==> config.mk <==
export PLATFORM = sky130hd
export DESIGN_NAME = rx_audio_drain
export DESIGN_NICKNAME = d
export VERILOG_FILES = /design/src/rtl/rx_audio_drain_pkg.sv /design/src/rtl/rx_drain_pend.sv /design/src/rtl/rx_audio_drain.sv
export SDC_FILE = /design/constraint.sdc
export NUM_CORES = 1
export LEC_CHECK = 0
export BUFFER_PORTS_ARGS = -buffer_cell sky130_fd_sc_hd__buf_2
export CAP_MARGIN = 10
export CELL_PAD_IN_SITES_DETAIL_PLACEMENT = 0
export CELL_PAD_IN_SITES_GLOBAL_PLACEMENT = 2
export CORE_ASPECT_RATIO = 1.4
export CORE_MARGIN = 3
export CORE_UTILIZATION = 38
export CTS_CLUSTER_DIAMETER = 120
export DETAILED_ROUTE_END_ITERATION = 8
export GPL_TIMING_DRIVEN = 0
export PLACE_DENSITY = 0.89
export SLEW_MARGIN = 10
export SYNTH_ARGS = -nofsm -noshare
export SYNTH_HDL_FRONTEND = slang
export SYNTH_HIERARCHICAL = 1
export SYNTH_SLANG_ARGS = --single-unit
==> constraint.sdc <==
create_clock -name cpu_clk -period 7.4 [get_ports cpu_clk]
set_input_delay 0.37 -clock cpu_clk [delete_from_list [all_inputs] [get_ports cpu_clk]]
set_output_delay 0.37 -clock cpu_clk [all_outputs]
set_load 0.01 [all_outputs]
==> src/rtl/rx_audio_drain_pkg.sv <==
// -----------------------------------------------------------------------------
// rx_audio_drain_pkg
// Shared definitions for the receive-audio drain engine:
//   - state_t        : drain FSM states
//   - cap_t          : tag that says which word the buffer returns this cycle
//   - WORDS_PER_SLOT : words per channel triplet (i, q, iq3)
//   - TRAILER_WORDS  : words in the frame trailer (3 ticks words + buf_ctr)
//   - TICKS_*_WORD   : lane index of each trailer ticks word inside ticks_out
// -----------------------------------------------------------------------------
package rx_audio_drain_pkg;

    typedef enum logic [3:0] {
        IDLE,
        RD_I,
        RD_Q,
        RD_IQ3,
        HOLD,
        RD_T0,
        RD_T1,
        RD_T2,
        RD_CTR,
        DONE
    } state_t;

    // The buffer answers a strobe one cycle later, so the strobe issuer
    // leaves a tag behind that tells the capture logic where the word goes.
    typedef enum logic [2:0] {
        CAP_NONE,
        CAP_I,
        CAP_Q,
        CAP_IQ3,
        CAP_T0,
        CAP_T1,
        CAP_T2,
        CAP_CTR
    } cap_t;

    localparam int WORDS_PER_SLOT = 3;
    localparam int TRAILER_WORDS  = 4;

    // Trailer order is ticks[15:0], ticks[31:16], ticks[47:32].
    localparam int TICKS_LO_WORD  = 0;
    localparam int TICKS_MID_WORD = 1;
    localparam int TICKS_HI_WORD  = 2;

endpackage

==> src/rtl/rx_drain_pend.sv <==
// -----------------------------------------------------------------------------
// rx_drain_pend
// Saturating count of completed frames waiting to be drained.
//   clk    : clock
//   rst    : asynchronous active-high reset
//   inc    : one frame completed by the buffer writer
//   dec    : one frame fully drained
//   count  : frames pending
//   ovf    : one-cycle pulse when an inc arrives at saturation and is dropped
// A simultaneous inc and dec cancel, even at saturation (no overflow then).
// -----------------------------------------------------------------------------
module rx_drain_pend #(
    parameter int PEND_W = 4
) (
    input  logic              clk,
    input  logic              rst,
    input  logic              inc,
    input  logic              dec,
    output logic [PEND_W-1:0] count,
    output logic              ovf
);

    localparam logic [PEND_W-1:0] PEND_MAX = '1;

    // NOTE: sequential state uses non-blocking assignments so every flop
    // samples pre-edge values regardless of process evaluation order.
    always_ff @(posedge clk or posedge rst) begin
        if (rst) begin
            count <= '0;
            ovf   <= 1'b0;
        end else begin
            ovf <= inc && !dec && (count == PEND_MAX);
            case ({inc, dec})
                2'b10: if (count != PEND_MAX) count <= count + 1'b1;
                2'b01: if (count != '0)       count <= count - 1'b1;
                default: ;
            endcase
        end
    end

endmodule

==> src/rtl/rx_audio_drain.sv <==
// -----------------------------------------------------------------------------
// rx_audio_drain
// Drains completed audio frames from the receive buffer and presents them as
// per-channel (i, q, iq3) samples on a valid/ready handshake, followed by the
// frame timestamp and frame counter.
//
// Frame layout in the buffer: nrx_samps*V_RX_CHANS triplets (channel 0 first),
// then ticks[15:0], ticks[31:16], ticks[47:32], then buf_ctr.
//
// Ports
//   cpu_clk          : clock
//   reset_C          : asynchronous active-high reset
//   buf_srq_C        : one pulse per completed frame in the buffer
//   nrx_samps[7:0]   : sample slots per frame, latched when a frame starts
//   get_rx_samp_C    : buffer read strobe (read address advances per strobe)
//   rx_dout_C[15:0]  : buffer data, valid the cycle after the strobe
//   smp_valid/ready  : sample handshake
//   smp_rxn[3:0]     : channel index of the presented sample
//   smp_i/q/iq3      : sample words, stable while smp_valid is high
//   ticks_out[47:0]  : timestamp of the last completed frame
//   buf_ctr_out[15:0]: counter of the last completed frame
//   frame_done       : one-cycle pulse per completed frame
//   seq_err          : one-cycle pulse with frame_done on a counter gap
//   pend_ovf         : one-cycle pulse when a frame notification is dropped
//
// Optional feature: define RX_DRAIN_SEQ_CHECK_EN to check that buf_ctr
// increments by one per frame. Without it seq_err is tied low.
// -----------------------------------------------------------------------------
module rx_audio_drain #(
    parameter int V_RX_CHANS = 4,
    parameter int PEND_W     = 4
) (
    input  logic        cpu_clk,
    input  logic        reset_C,
    input  logic        buf_srq_C,
    input  logic [7:0]  nrx_samps,
    output logic        get_rx_samp_C,
    input  logic [15:0] rx_dout_C,
    output logic        smp_valid,
    input  logic        smp_ready,
    output logic [3:0]  smp_rxn,
    output logic [15:0] smp_i,
    output logic [15:0] smp_q,
    output logic [15:0] smp_iq3,
    output logic [47:0] ticks_out,
    output logic [15:0] buf_ctr_out,
    output logic        frame_done,
    output logic        seq_err,
    output logic        pend_ovf
);

    import rx_audio_drain_pkg::*;

    localparam logic [3:0] LAST_CHAN = 4'(V_RX_CHANS - 1);

    logic [PEND_W-1:0] pend_count;
    logic              pend_dec;

    state_t            state, state_next;
    cap_t              cap, cap_next;
    logic [7:0]        nrx_lat;
    logic [7:0]        slot;
    logic [3:0]        chan;
    logic              start;
    logic              handshake;
    logic              last_trip;
    logic [2:0][15:0]  ticks_w;

    rx_drain_pend #(
        .PEND_W (PEND_W)
    ) u_pend (
        .clk   (cpu_clk),
        .rst   (reset_C),
        .inc   (buf_srq_C),
        .dec   (pend_dec),
        .count (pend_count),
        .ovf   (pend_ovf)
    );

    assign handshake = smp_valid && smp_ready;
    assign last_trip = (chan == LAST_CHAN) && (slot == nrx_lat - 8'd1);

    // -------------------------------------------------------------------------
    // State and capture-tag registers
    // -------------------------------------------------------------------------
    always_ff @(posedge cpu_clk or posedge reset_C) begin
        if (reset_C) begin
            state <= IDLE;
            cap   <= CAP_NONE;
        end else begin
            state <= state_next;
            cap   <= cap_next;
        end
    end

    // -------------------------------------------------------------------------
    // Next state, read strobe and capture tag
    // -------------------------------------------------------------------------
    always_comb begin
        // NOTE: every output of this block gets a default first so no path
        // leaves one unassigned, which would infer a latch.
        state_next    = state;
        cap_next      = CAP_NONE;
        get_rx_samp_C = 1'b0;
        start         = 1'b0;
        pend_dec      = 1'b0;

        case (state)
            IDLE: begin
                if (pend_count != '0) begin
                    start      = 1'b1;
                    state_next = (nrx_samps == 8'd0) ? RD_T0 : RD_I;
                end
            end
            RD_I: begin
                get_rx_samp_C = 1'b1;
                cap_next      = CAP_I;
                state_next    = RD_Q;
            end
            RD_Q: begin
                get_rx_samp_C = 1'b1;
                cap_next      = CAP_Q;
                state_next    = RD_IQ3;
            end
            RD_IQ3: begin
                get_rx_samp_C = 1'b1;
                cap_next      = CAP_IQ3;
                state_next    = HOLD;
            end
            // The first HOLD cycle waits for iq3 to land; afterwards HOLD
            // waits for the consumer.
            HOLD: begin
                if (handshake) state_next = last_trip ? RD_T0 : RD_I;
            end
            RD_T0: begin
                get_rx_samp_C = 1'b1;
                cap_next      = CAP_T0;
                state_next    = RD_T1;
            end
            RD_T1: begin
                get_rx_samp_C = 1'b1;
                cap_next      = CAP_T1;
                state_next    = RD_T2;
            end
            RD_T2: begin
                get_rx_samp_C = 1'b1;
                cap_next      = CAP_T2;
                state_next    = RD_CTR;
            end
            RD_CTR: begin
                get_rx_samp_C = 1'b1;
                cap_next      = CAP_CTR;
                state_next    = DONE;
            end
            // The first DONE cycle captures buf_ctr; the second one carries
            // the frame_done pulse and retires the frame.
            DONE: begin
                if (frame_done) begin
                    pend_dec   = 1'b1;
                    state_next = IDLE;
                end
            end
            default: state_next = IDLE;
        endcase
    end

    // -------------------------------------------------------------------------
    // Counters and capture datapath
    // -------------------------------------------------------------------------
    always_ff @(posedge cpu_clk or posedge reset_C) begin
        if (reset_C) begin
            nrx_lat     <= '0;
            slot        <= '0;
            chan        <= '0;
            smp_valid   <= 1'b0;
            smp_rxn     <= '0;
            smp_i       <= '0;
            smp_q       <= '0;
            smp_iq3     <= '0;
            ticks_w     <= '0;
            ticks_out   <= '0;
            buf_ctr_out <= '0;
            frame_done  <= 1'b0;
        end else begin
            frame_done <= 1'b0;

            if (start) begin
                nrx_lat <= nrx_samps;
                slot    <= '0;
                chan    <= '0;
            end else if (handshake) begin
                smp_valid <= 1'b0;
                if (chan == LAST_CHAN) begin
                    chan <= '0;
                    slot <= slot + 8'd1;
                end else begin
                    chan <= chan + 4'd1;
                end
            end

            case (cap)
                CAP_I:   smp_i <= rx_dout_C;
                CAP_Q:   smp_q <= rx_dout_C;
                CAP_IQ3: begin
                    smp_iq3   <= rx_dout_C;
                    smp_rxn   <= chan;
                    smp_valid <= 1'b1;
                end
                CAP_T0:  ticks_w[TICKS_LO_WORD]  <= rx_dout_C;
                CAP_T1:  ticks_w[TICKS_MID_WORD] <= rx_dout_C;
                CAP_T2:  ticks_w[TICKS_HI_WORD]  <= rx_dout_C;
                CAP_CTR: begin
                    buf_ctr_out <= rx_dout_C;
                    ticks_out   <= ticks_w;
                    frame_done  <= 1'b1;
                end
                default: ;
            endcase
        end
    end

    // -------------------------------------------------------------------------
    // Frame-counter sequence check
    // -------------------------------------------------------------------------
`ifdef RX_DRAIN_SEQ_CHECK_EN
    logic [15:0] exp_ctr;
    logic        seq_armed;   // low until the first frame after reset

    always_ff @(posedge cpu_clk or posedge reset_C) begin
        if (reset_C) begin
            exp_ctr   <= '0;
            seq_armed <= 1'b0;
            seq_err   <= 1'b0;
        end else begin
            seq_err <= 1'b0;
            if (cap == CAP_CTR) begin
                seq_err   <= seq_armed && (rx_dout_C != exp_ctr);
                // Reseed from what was received so one gap reports once.
                exp_ctr   <= rx_dout_C + 16'd1;
                seq_armed <= 1'b1;
            end
        end
    end
`else
    assign seq_err = 1'b0;
`endif

endmodule

==> impl_results.html <==
<table>
<tr><th>Metric</th><th>Value</th></tr>
<tr><th colspan="2">Floorplanning</th></tr>
<tr><td>Core region area</td><td>just over 20000 sq um</td></tr>
<tr><td>Horizontal die dimension</td><td>129 um</td></tr>
<tr><td>Height of the die</td><td>178 um</td></tr>
<tr><td>Count of pins on the block boundary</td><td>about 150</td></tr>
<tr><td>Standard-cell row count</td><td>slightly above 60</td></tr>
<tr><td>Starting Density</td><td>between 30% and 40%</td></tr>
<tr><td>Die Footprint</td><td>22800 sq um</td></tr>
<tr><th colspan="2">STA</th></tr>
<tr><td>Worst slew slack as a fraction of its limit</td><td>a little over two fifths</td></tr>
<tr><td>Final hold violation count</td><td>0</td></tr>
<tr><td>Post-Route Skew</td><td>0.0129 ns</td></tr>
<tr><td>Achievable clock frequency</td><td>about 0.37 GHz</td></tr>
<tr><td>Max-slew violation count</td><td>0</td></tr>
<tr><td>Final worst slack</td><td>approximately 4.7 ns</td></tr>
<tr><td>Total of endpoints with negative setup slack in the final report</td><td>0</td></tr>
<tr><td>Total negative slack</td><td>0 ns</td></tr>
<tr><td>Min Hold Slack</td><td>roughly 0.17 ns</td></tr>
<tr><td>Least-Margin Pin Slew</td><td>approximately 0.87 ns</td></tr>
<tr><td>Final critical-path share of the clock period</td><td>a little over a third</td></tr>
<tr><td>RSZ-0062 raised after global routing</td><td>no</td></tr>
<tr><td>Post-layout minimum cycle time</td><td>2.68 ns</td></tr>
<tr><th colspan="2">Synthesis</th></tr>
<tr><td>Most frequently used flop master after synthesis</td><td>dfrtp_1</td></tr>
<tr><td>Cell count after synthesis</td><td>551</td></tr>
<tr><td>Xor-xnor portion of the synthesized cell area</td><td>approximately 2.3%</td></tr>
<tr><td>Post-synthesis mux area share</td><td>between 20% and 30%</td></tr>
<tr><td>Mean instance size in the synthesized netlist</td><td>14.5 sq um</td></tr>
<tr><td>Distinct cells, synth</td><td>44</td></tr>
<tr><td>Adder and majority cell fraction of the synthesized area</td><td>less than 1%</td></tr>
<tr><td>Total of flip-flops plus latches after synthesis</td><td>slightly below 200</td></tr>
<tr><td>Combinational family with the most area after synthesis</td><td>multiplexers</td></tr>
<tr><td>Post-Syn Area</td><td>7990 sq um</td></tr>
<tr><td>Net count of the mapped netlist</td><td>approximately 600</td></tr>
<tr><td>Count of flip-flops with a built-in enable after synthesis</td><td>0</td></tr>
<tr><td>Post-synthesis sequential area ratio</td><td>slightly above 60%</td></tr>
<tr><td>Number of warning messages in the yosys log</td><td>6</td></tr>
<tr><td>Share of synthesized registers carrying an async set or reset</td><td>100%</td></tr>
<tr><td>Fraction of the mapped netlist area in compound gates</td><td>under 10%</td></tr>
<tr><td>Simple-gate area share of the yosys netlist</td><td>under 10%</td></tr>
<tr><th colspan="2">Worst setup path</th></tr>
<tr><td>Reg-to-reg startpoint</td><td>state[3]</td></tr>
<tr><td>Reg2Reg Setup Slack</td><td>4.72 ns</td></tr>
<tr><td>Worst Path Max Fanout</td><td>10</td></tr>
<tr><td>Data arrival time at the worst-slack endpoint</td><td>approximately 3.0 ns</td></tr>
<tr><td>Worst reg2reg path depth</td><td>9</td></tr>
<tr><td>Critical path class</td><td>reg2reg</td></tr>
<tr><td>Critical Path Start Type</td><td>flop</td></tr>
<tr><td>Worst reg2reg endpoint</td><td>u_pend/count[2]</td></tr>
<tr><td>Endpoint required time on the critical path</td><td>between 7 and 8 ns</td></tr>
<tr><td>Worst Setup End Kind</td><td>flop</td></tr>
<tr><th colspan="2">Global routing</th></tr>
<tr><td>Layer with the highest usage after global routing</td><td>met2</td></tr>
<tr><td>Global Route Usage Sum</td><td>16.1%</td></tr>
<tr><td>Aggregate global routing overflow</td><td>0</td></tr>
<tr><td>Number of global-route vias before repair</td><td>between 5k and 6k</td></tr>
<tr><td>Global-route wire length before repair</td><td>roughly 28000 um</td></tr>
<tr><td>Met1 track demand over resource in global routing</td><td>19.9%</td></tr>
<tr><td>Number of antenna violations at the first check in global routing</td><td>0</td></tr>
<tr><td>M2 GR Usage</td><td>28.0%</td></tr>
<tr><td>Met3 global-route usage</td><td>roughly 3.5%</td></tr>
<tr><td>Largest net degree at the start of global routing</td><td>130</td></tr>
<tr><th colspan="2">Layout</th></tr>
<tr><td>Fraction of final layout cells with drive strength greater than 1</td><td>about half</td></tr>
<tr><td>Area growth, synth to finish</td><td>21.1%</td></tr>
<tr><td>Final net count</td><td>approximately 750</td></tr>
<tr><td>Count of fill cells added during filler insertion</td><td>about 1.8k</td></tr>
<tr><td>Inserted Diodes</td><td>0</td></tr>
<tr><th colspan="2">Hold path</th></tr>
<tr><td>Hold path cells</td><td>3</td></tr>
<tr><td>Worst Hold Class</td><td>in2reg</td></tr>
<tr><td>Worst Hold Path EP</td><td>nrx_lat[0]</td></tr>
<tr><td>Launch point of the worst hold path</td><td>nrx_samps[0]</td></tr>
<tr><th colspan="2">CTS</th></tr>
<tr><td>Clock tree buffer depth</td><td>2</td></tr>
<tr><td>Root buf cell</td><td>clkbuf_16</td></tr>
<tr><td>Number of buffers created by CTS</td><td>17</td></tr>
<tr><td>CTS tree</td><td>done</td></tr>
<tr><td>Total clock sinks</td><td>a little under 200</td></tr>
<tr><td>Number of levels the H-tree was split into</td><td>4</td></tr>
<tr><td>Number of gates resized after CTS</td><td>0</td></tr>
<tr><td>Clock latency at the later pin of the worst-skew pair</td><td>around 0.44 ns</td></tr>
<tr><td>Clock transition time at the flip-flop clock pins of the worst setup and hold paths</td><td>around 0.07 ns</td></tr>
<tr><th colspan="2">Placement</th></tr>
<tr><td>Routability congestion estimate</td><td>between 0.7 and 0.8</td></tr>
<tr><td>Half-perimeter wire length after detailed placement</td><td>around 13000 um</td></tr>
<tr><td>Setup slack after placement</td><td>about 4.8 ns</td></tr>
<tr><td>Count of buffers inserted at the top-level ports</td><td>approximately 150</td></tr>
<tr><th colspan="2">Power</th></tr>
<tr><td>Net Sw Frac</td><td>between 30% and 40%</td></tr>
<tr><td>Part of the total power dissipated in combinational logic</td><td>a little over a third</td></tr>
<tr><td>Clock Power Share</td><td>about 20%</td></tr>
<tr><td>Total power of the final layout</td><td>approximately 4.4 mW</td></tr>
<tr><td>Power density over the cells</td><td>approximately 450 nW/um^2</td></tr>
<tr><td>Highest ir drop seen on vdd</td><td>~180 uV</td></tr>
<tr><td>Leakage</td><td>~4.4 nW</td></tr>
<tr><td>Switching power of the nets</td><td>around 1.5 mW</td></tr>
<tr><td>Internal Pwr Total</td><td>2.86 mW</td></tr>
<tr><td>Relative contribution of sequential cells to total power</td><td>about 43%</td></tr>
<tr><th colspan="2">Route</th></tr>
<tr><td>Routed Wire Length</td><td>~18000 um</td></tr>
<tr><td>Number of DRC violations after detailed-routing iteration 0</td><td>206</td></tr>
<tr><td>WL per Instance</td><td>roughly 18 um</td></tr>
<tr><td>Detailed-route vias per instance</td><td>5.03</td></tr>
<tr><td>Residual DRC count</td><td>0</td></tr>
<tr><td>Number of vias in the routed layout</td><td>~5.0k</td></tr>
<tr><td>First-pass iteration count of the detailed router</td><td>4</td></tr>
<tr><td>Number of nets with antenna violations after routing</td><td>0</td></tr>
<tr><th colspan="2">Status</th></tr>
<tr><td>Result of the run</td><td>complete, no violations</td></tr>
<tr><th colspan="2">Run</th></tr>
<tr><td>Total of max-cap violations</td><td>0</td></tr>
</table>
-- state kept, by name, indices dropped and copies added, names as in the netlist, 3 cells and up --
name and flops:
nrx_lat 8, smp_q 16, chan 4, smp_i 16
smp_rxn 4, u_pend/count 4, ticks_out 48, state 4
cap 3, ticks_w 48, smp_iq3 16, buf_ctr_out 16
slot 8
-- critical path, cell delays in order, from the launching register on --
cell and delay (ns):
dfrtp_1 0.35, clkbuf_1 0.33, inv_1 0.15, nor4_1 0.55, nand2b_1 0.24, xnor2_1 0.19
ha_1 0.23, nor4b_2 0.27, o21ai_0 0.14, a2bb2oi_1 0.16
-- cells by family after synthesis --
family,count (synthesis)
muxes,171
DFF,198
other,1
xor gates and xnor gates,21
adders and majority gates,4
AOI/OAI and AO/OA,32
buffers and inverters,34
and+or+nand+nor,90
-- worst max-delay path by stage --
| stage | startpoint | endpoint | cells after the start |
|---|---|---|---|
| 2_1_floorplan | reset_C | buf_ctr_out[0] | 1 |
| 3_3_place_gp | reset_C | smp_iq3[2] | 2 |
| 3_5_place_dp | state[3] | u_pend/count[2] | 9 |
| 4_1_cts | state[3] | u_pend/count[2] | 9 |
| 5_1_grt | state[3] | u_pend/count[2] | 9 |
| 6_report | state[3] | u_pend/count[2] | 9 |
-- cell usage after synthesis, drive strengths merged (2+ instances only) --
master / count / area (sq um)
a2bb2oi: 2 / 17.5
nor3: 5 / 25.0
xnor2: 11 / 96.3
or3: 3 / 18.8
nand4: 5 / 37.5
mux2: 171 / 1930
nand2b: 3 / 18.8
and3: 2 / 12.5
nor4: 7 / 65.1
ha: 4 / 50.1
or4: 2 / 18.8
nor3b: 5 / 52.6
a21oi: 7 / 35.0
buf: 12 / 65.1
inv: 10 / 37.5
nor2b: 3 / 18.8
clkbuf: 12 / 45.0
dfrtp: 198 / 4950
xor2: 10 / 87.6
nor2: 20 / 75.1
o21ai: 14 / 70.1
nand3b: 3 / 22.5
nand3: 7 / 35.0
a31oi: 5 / 31.3
nand2: 20 / 75.1
-- layer usage --
metal,wire length (um),vias up,share of wire (%)
met4,281,0,1.6
met2,9530,112,53
met3,733,19,4.0
met1,7570,2552,42
li1,-,2287,-
met5,0,-,0
-- cell usage in the layout (no fill, tap or decap), types with 7 or more instances in the layout --
cell | netlist | layout
mux2_2 | 170 | 170
o21ai_0 | 14 | 14
xnor2_1 | 11 | 11
nand3_1 | 7 | 7
inv_1 | 10 | 9
a21oi_1 | 7 | 7
buf_2 | 7 | 154
clkbuf_1 | 12 | 12
xor2_1 | 10 | 10
nand2_1 | 20 | 20
clkbuf_16 | 0 | 17
nor2_1 | 20 | 20
dfrtp_1 | 198 | 198
-- cell type report --
cell class | instances | area [sq um] | area share, %
Sequential cell | 198 | 4950 | 51.2
Multi-Input combinational cell | 319 | 2880 | 29.8
Timing Repair Buffer | 149 | 773 | 8.00
Clock buffer | 17 | 425 | 4.40
Tap cell | 256 | 320 | 3.31
Clock inverter | 15 | 156 | 1.62
Buffer | 24 | 110 | 1.14
Inverter | 10 | 45.0 | 0.466
-- power groups by stage --
| stage | Combinational, mW | Sequential, mW | Clock [mW] |
|---|---|---|---|
| 6_report | 1.58 | 1.89 | 0.898 |
| 5_1_grt | 1.72 | 1.95 | 0.963 |
| 4_1_cts | 1.61 | 1.89 | 0.925 |
| 3_5_place_dp | 1.60 | 1.91 | 0 |
| 3_3_place_gp | 1.55 | 1.87 | 0 |
| 2_1_floorplan | 0.868 | 2.00 | 0 |
-- through the flow --
stage | util (%) | area (sq um) | cells
detailed placement | 44.2 | 9080 | 955
finish | 47.0 | 9670 | 988
global placement | 44.0 | 9040 | 954
global route | 47.0 | 9670 | 988
floorplan | - | 7990 | 551
CTS | 47.0 | 9670 | 988
-- timing repair --
item / 4_1_cts / 5_1_grt
buffers inserted: 0 / 0
hold buffers: 1 / 0
hold endpoints to repair: 58 / 0
Power figures use the tool's default switching activity.
